==> config.mk <==
export PLATFORM = sky130hd
export DESIGN_NAME = adc_scheduler
export DESIGN_NICKNAME = d
export VERILOG_FILES = /design/src/rtl/adc_scheduler.sv
export SDC_FILE = /design/constraint.sdc
export NUM_CORES = 1
export LEC_CHECK = 0
export BUFFER_PORTS_ARGS = -buffer_cell sky130_fd_sc_hd__buf_4
export CAP_MARGIN = 15
export CORE_MARGIN = 4
export CORE_UTILIZATION = 45
export CTS_CLUSTER_DIAMETER = 60
export DETAILED_ROUTE_END_ITERATION = 8
export PLACE_DENSITY = 0.69
export REMOVE_ABC_BUFFERS = 1
export SYNTH_ARGS = -nofsm -noshare
export SYNTH_HDL_FRONTEND = slang
export SYNTH_SLANG_ARGS = --single-unit
export TNS_END_PERCENT = 30
==> constraint.sdc <==
create_clock -name clk -period 2.37 [get_ports clk]
set_input_delay 0 -clock clk [delete_from_list [all_inputs] [get_ports clk]]
set_output_delay 0 -clock clk [all_outputs]
set_load 0.01 [all_outputs]
==> src/rtl/adc_scheduler.sv <==
// adc_scheduler: paces rounds of ADC conversions for two player inputs
// and latches per-player samples, with timeout and overrun reporting.
`timescale 1ns/1ps

module adc_scheduler #(
  parameter int SAMPLE_DIV = 48000,
  parameter int TIMEOUT    = 1024
) (
  input  logic        clk,
  input  logic        reset,
  input  logic        enable,
  input  logic        multi,
  output logic        adc_req,
  output logic        adc_ch,
  input  logic        adc_done,
  input  logic [11:0] adc_data,
  output logic [11:0] p1data,
  output logic [11:0] p2data,
  output logic        p1_valid,
  output logic        p2_valid,
  output logic        round_tick,
  output logic        timeout_err,
  output logic        overrun
);

  localparam int TW = $clog2(TIMEOUT);
  localparam logic [19:0] DIV_LAST = 20'(SAMPLE_DIV - 1);
  localparam logic [TW-1:0] TO_LAST = TW'(TIMEOUT - 1);

  typedef enum logic [1:0] {
    S_WAIT,
    S_REQ_P1,
    S_REQ_P2
  } state_t;

  state_t r_state;
  state_t w_state_nxt;

  logic [19:0]   r_div;
  logic [TW-1:0] r_to;
  logic          r_round_multi;

  logic          r_req;
  logic          r_ch;
  logic [11:0]   r_p1data;
  logic [11:0]   r_p2data;
  logic          r_p1_valid;
  logic          r_p2_valid;
  logic          r_tick;
  logic          r_to_err;
  logic          r_ovr;

  logic w_div_wrap;
  logic w_tick;
  logic w_expire;
  logic w_adv;
  logic w_start;
  logic w_p1_upd;
  logic w_p2_upd;
  logic w_end;
  logic w_to_hit;
  logic w_busy;

  assign w_div_wrap = (r_div == DIV_LAST);
  assign w_tick     = enable && w_div_wrap;
  assign w_expire   = (r_to == TO_LAST);
  assign w_adv      = adc_done || w_expire;
  assign w_busy     = (r_state != S_WAIT);

  // Sample-rate divider; held at zero while disabled.
  always_ff @(posedge clk or posedge reset) begin
    if (reset) begin
      r_div <= '0;
    end else if (!enable || w_div_wrap) begin
      r_div <= '0;
    end else begin
      r_div <= r_div + 20'd1;
    end
  end

  // Per-request watchdog; restarts on every state change.
  always_ff @(posedge clk or posedge reset) begin
    if (reset) begin
      r_to <= '0;
    end else if (!w_busy || (w_state_nxt != r_state)) begin
      r_to <= '0;
    end else begin
      r_to <= r_to + TW'(1);
    end
  end

  // State register and round-mode snapshot taken at round start.
  always_ff @(posedge clk or posedge reset) begin
    if (reset) begin
      r_state       <= S_WAIT;
      r_round_multi <= 1'b0;
    end else begin
      r_state <= w_state_nxt;
      if (w_start) begin
        r_round_multi <= multi;
      end
    end
  end

  // Next-state logic; a timeout advances exactly like a done,
  // and a done on the expiry cycle counts as a done.
  always_comb begin
    w_state_nxt = r_state;
    w_start     = 1'b0;
    w_p1_upd    = 1'b0;
    w_p2_upd    = 1'b0;
    w_end       = 1'b0;
    w_to_hit    = 1'b0;
    unique case (r_state)
      S_WAIT: begin
        if (w_tick) begin
          w_start     = 1'b1;
          w_state_nxt = S_REQ_P1;
        end
      end
      S_REQ_P1: begin
        if (w_adv) begin
          w_p1_upd = adc_done;
          w_to_hit = !adc_done;
          if (r_round_multi) begin
            w_state_nxt = S_REQ_P2;
          end else begin
            w_state_nxt = S_WAIT;
            w_end       = 1'b1;
          end
        end
      end
      S_REQ_P2: begin
        if (w_adv) begin
          w_p2_upd    = adc_done;
          w_to_hit    = !adc_done;
          w_state_nxt = S_WAIT;
          w_end       = 1'b1;
        end
      end
      default: begin
        w_state_nxt = S_WAIT;
      end
    endcase
  end

  // Registered outputs derived from the upcoming state and events.
  always_ff @(posedge clk or posedge reset) begin
    if (reset) begin
      r_req      <= 1'b0;
      r_ch       <= 1'b0;
      r_p1data   <= '0;
      r_p2data   <= '0;
      r_p1_valid <= 1'b0;
      r_p2_valid <= 1'b0;
      r_tick     <= 1'b0;
      r_to_err   <= 1'b0;
      r_ovr      <= 1'b0;
    end else begin
      r_req      <= (w_state_nxt != S_WAIT);
      r_ch       <= (w_state_nxt == S_REQ_P2);
      r_p1_valid <= w_p1_upd;
      r_p2_valid <= w_p2_upd;
      r_tick     <= w_end;
      r_to_err   <= r_to_err | w_to_hit;
      r_ovr      <= r_ovr | (w_tick && w_busy);
      if (w_p1_upd) begin
        r_p1data <= adc_data;
      end
      if (w_p2_upd) begin
        r_p2data <= adc_data;
      end
    end
  end

  assign adc_req     = r_req;
  assign adc_ch      = r_ch;
  assign p1data      = r_p1data;
  assign p2data      = r_p2data;
  assign p1_valid    = r_p1_valid;
  assign p2_valid    = r_p2_valid;
  assign round_tick  = r_tick;
  assign timeout_err = r_to_err;
  assign overrun     = r_ovr;

endmodule
==> impl_metrics.py <==
metrics = {
    "synth": {
        "ys_warn_count": 0,
        "synth_compound_area_frac": 0.0507,
        "synth_most_common_cell": "sky130_fd_sc_hd__dfrtp_1",
        "synth.area.mux_share": 0.0989,
        "synth-simple-area-share": 0.168,
        "postSynthRegisterBits": 64,
        "synth_top_family_by_area": "simple AND/OR/NAND/NOR gates",
        "synth.largest_area_cell": "sky130_fd_sc_hd__dfrtp_1",
        "postSynth.topFlopCell": "sky130_fd_sc_hd__dfrtp_1",
        "synth-seq-area-share": 0.555,
        "synth_async_sr_flop_share": 1.00,
        "mappedNetlistArea_mm2": 0.00289,
        "synth.lib_cells_used.distinct": 41,
        "synth-adder-area-share": 0.0260,
        "syn_avg_cell_area_um2": 11.5,
        "number_of_synthesized_flops_with_an_enable_pin": 0,
        "synth_xor_xnor_area_share": 0.0759,
        "syn_inst": 250,
        "synth_common_cells": "sky130_fd_sc_hd__dfrtp_1 (64), sky130_fd_sc_hd__nor2_1 (35), sky130_fd_sc_hd__mux2_2 (24)",
        "proportion_of_netlist_area_held_by_the_largest_area_contributor": 0.555,
        "top_cells_by_area_synth": "sky130_fd_sc_hd__dfrtp_1 (56%), sky130_fd_sc_hd__mux2_2 (9.4%), sky130_fd_sc_hd__xor2_1 (5.2%), sky130_fd_sc_hd__nor2_1 (4.6%), sky130_fd_sc_hd__ha_1 (2.6%)",
    },
    "placed_design": {
        "place_ws_ns": 0.354,
        "port_buffers": 47,
        "dp_hpwl_mm": 3.92,
        "globalplace.congestion": 0.793,
    },
    "finish": {
        "final_layout_size_suffix_gt1_frac": 0.286,
        "fin_nets": 343,
        "antenna_cells_inserted": 0,
        "syn2layout_area_growth_pct": 27.1,
    },
    "outcome": {
        "run_status": "finished, final reports clean",
    },
    "detailed_routing": {
        "ant_nets": 0,
        "via_per_inst": 5.12,
        "drt-wirelength-per-cell_um": 14.4,
        "vias": 2048,
        "totalWireLength_mm": 5.75,
        "drt-initial-drc-count": 96,
        "remaining_routing_drc_violations": 0,
        "drt-pass1-iter-count": 4,
    },
    "clocking": {
        "cts.reportedPaths.clkPinSlew_ns": 0.07,
        "worstSkewPairLatency_ns": 0.34,
        "numCtsBuffers": 9,
        "cts_num_sinks": 64,
        "tritoncts": "built",
        "post_cts_resize_count": 0,
        "cts-root-to-sink-buffers": 2,
        "cts.hold.buffers_added": 16,
        "post-cts-setup-buffer-count": 0,
        "cts-htree-levels": 3,
        "clock_tree.root_cell": "sky130_fd_sc_hd__clkbuf_8",
    },
    "critical_path": {
        "setup.worst_path.end_class": "flip-flop",
        "top_family_by_delay_on_critical_path": "compound AO/OA/AOI/OAI gates",
        "crit_slowest_cell": "sky130_fd_sc_hd__dfrtp_1",
        "worstSetupPathType": "reg2reg",
        "cp.arrival_ns": 2.24,
        "crit_fanout": 10,
        "critical_path.startpoint_type": "flip-flop",
        "critical_path.max_stage_delay_ns": 0.45,
        "worst_ep_required_time_ns": 2.59,
        "cp.buffers_inverters": 1,
        "crit_path_cell_chain": "inv_1 -> ha_1 -> nor4bb_1 -> a41oi_1 -> a21oi_1 -> a2111o_1 -> nor2_1",
    },
    "sta": {
        "setup-tns-final_ns": 0,
        "final.setup_skew_ns": 0.00597,
        "timing.final.crit_period_ns": 2.02,
        "fmax_mhz": 494,
        "final_max_slew_viol_count": 0,
        "grt_setup_unrepaired": "no",
        "worst-slew-pin-transition_ns": 0.619,
        "timing.final.setup_violations": 0,
        "final.period_utilization": 0.854,
        "worst_slack_ns": 0.346,
        "timing.max_slew.rel_slack": 0.587,
        "final_hold_viol_count": 0,
    },
    "power_and_ir_drop": {
        "p_sw_w": 0.000613,
        "power-per-cell-area_mw_per_mm2": 670,
        "p_sw_frac": 0.249,
        "ir_drop_uv": 408,
        "p_int_w": 0.00185,
        "share_comb_of_total_power": 0.146,
        "share_clk_of_total_power": 0.355,
        "power.leakage_nw": 1.76,
        "power.sequential.fraction": 0.499,
    },
    "job": {
        "maxCapViolCount": 0,
    },
    "die": {
        "floorplan.die.width_um": 88.1,
        "die_y_um": 88.1,
        "io_pins": 48,
        "design.die.area_mm2": 0.00776,
        "rows": 28,
        "floorplan.initialDensity": 0.476,
        "core_area_mm2": 0.00606,
    },
    "hold_path": {
        "min-delay-path-class": "in2async",
    },
    "global_routing": {
        "initial_antenna_violation_count": 0,
        "grt_pass1_wl_mm": 9.65,
        "track_usage": 0.161,
        "largest_net_degree_at_the_start_of_global_routing": 37,
        "globalRoute.totalOverflow": 0,
        "number_of_global_route_vias_before_repair": 2060,
    },
}
-- placed cells by master (no fill, tap or decap), types with 2 or more instances in the layout --
master and count:
sky130_fd_sc_hd__xor2_1 17, sky130_fd_sc_hd__ha_1 6, sky130_fd_sc_hd__or3_1 2, sky130_fd_sc_hd__clkbuf_1 2, sky130_fd_sc_hd__buf_4 48, sky130_fd_sc_hd__and3_1 4
sky130_fd_sc_hd__nand4_1 7, sky130_fd_sc_hd__nor2_1 35, sky130_fd_sc_hd__o21ai_0 6, sky130_fd_sc_hd__o21bai_1 2, sky130_fd_sc_hd__and4_1 4, sky130_fd_sc_hd__nand3_1 10
sky130_fd_sc_hd__nor2b_1 2, sky130_fd_sc_hd__mux2_2 24, sky130_fd_sc_hd__a21oi_1 4, sky130_fd_sc_hd__nand2_1 13, sky130_fd_sc_hd__xnor2_1 8, sky130_fd_sc_hd__and2_1 3
sky130_fd_sc_hd__dlygate4sd3_1 16, sky130_fd_sc_hd__inv_1 9, sky130_fd_sc_hd__dfrtp_1 64, sky130_fd_sc_hd__clkbuf_8 12, sky130_fd_sc_hd__nor3_1 5
-- through the flow --
| step | std cells | instance area, um2 | total power (W) | hold WS (ns) | utilization |
|---|---|---|---|---|---|
| 3_3_place_gp | 368 | 3320 | 0.00158 | 0.126 | 0.548 |
| 5_1_grt | 400 | 3670 | 0.00257 | 0.373 | 0.605 |
| 6_report | 400 | 3670 | 0.00246 | 0.295 | 0.605 |
| 3_5_place_dp | 368 | 3320 | 0.00159 | 0.135 | 0.548 |
| 4_1_cts | 400 | 3670 | 0.00248 | 0.322 | 0.605 |
| 2_1_floorplan | 244 | 2850 | 0.00140 | 0.129 | - |
-- sequential cells by signal, summed over array words and instances, names as in the netlist, 2 cells and up --
register / count
p2data: 12
r_state: 2
r_to: 10
r_div: 20
p1data: 12
-- cells by family (layout without fill, tap and decap cells) --
group	after synthesis	after routing
AO/OA/AOI/OAI	20	20
XOR/XNOR	25	25
adder cells (fa/ha/maj)	6	6
buffers and inverters	16	91
flip-flops	64	64
multiplexers	25	25
AND/OR/NAND/NOR	94	94
-- final timing paths --
path	startpoint	to	slack [ns]	cells after the start
worst max-delay path	r_state[1]	r_to[8]	0.35	7
worst min-delay path	reset	r_div[18]	0.30	3
worst max register to register	r_state[1]	r_to[8]	0.35	7
worst min register to register	timeout_err	timeout_err	0.48	1
max in group asynchronous	reset	p2data[1]	1.48	4
min in group clk	multi	r_round_multi	0.43	3
-- tightest hold or removal path, cell delays in order --
cell	delay (ns)
sky130_fd_sc_hd__dlygate4sd3_1	0.53
sky130_fd_sc_hd__buf_4	0.13
sky130_fd_sc_hd__inv_2	0.45
-- power groups by stage --
stage                     sequential [W]  clock (W)  combinational, W
final                            0.00123   0.000872          0.000358
after global routing             0.00124   0.000943          0.000391
after CTS                        0.00123   0.000893          0.000365
after detailed placement         0.00125          0          0.000343
after global placement           0.00124          0          0.000338
after floorplan                  0.00128          0          0.000118
-- layer usage --
metal  global-route usage  share of wire
met1                0.212           0.46
met2                0.254           0.49
met3               0.0320          0.033
met4               0.0824          0.021
met5                    0              0
-- area by class of cell --
class                           count  area, um2
Fill cell                         504       2390
Sequential cell                    64       1600
Multi-Input combinational cell    170       1210
Timing Repair Buffer               65        541
Clock buffer                       14        173
Tap cell                           75       93.8
Inverter                           10       37.5
Clock inverter                      2       12.5
No activity file was read; power rests on OpenSTA's default activity.
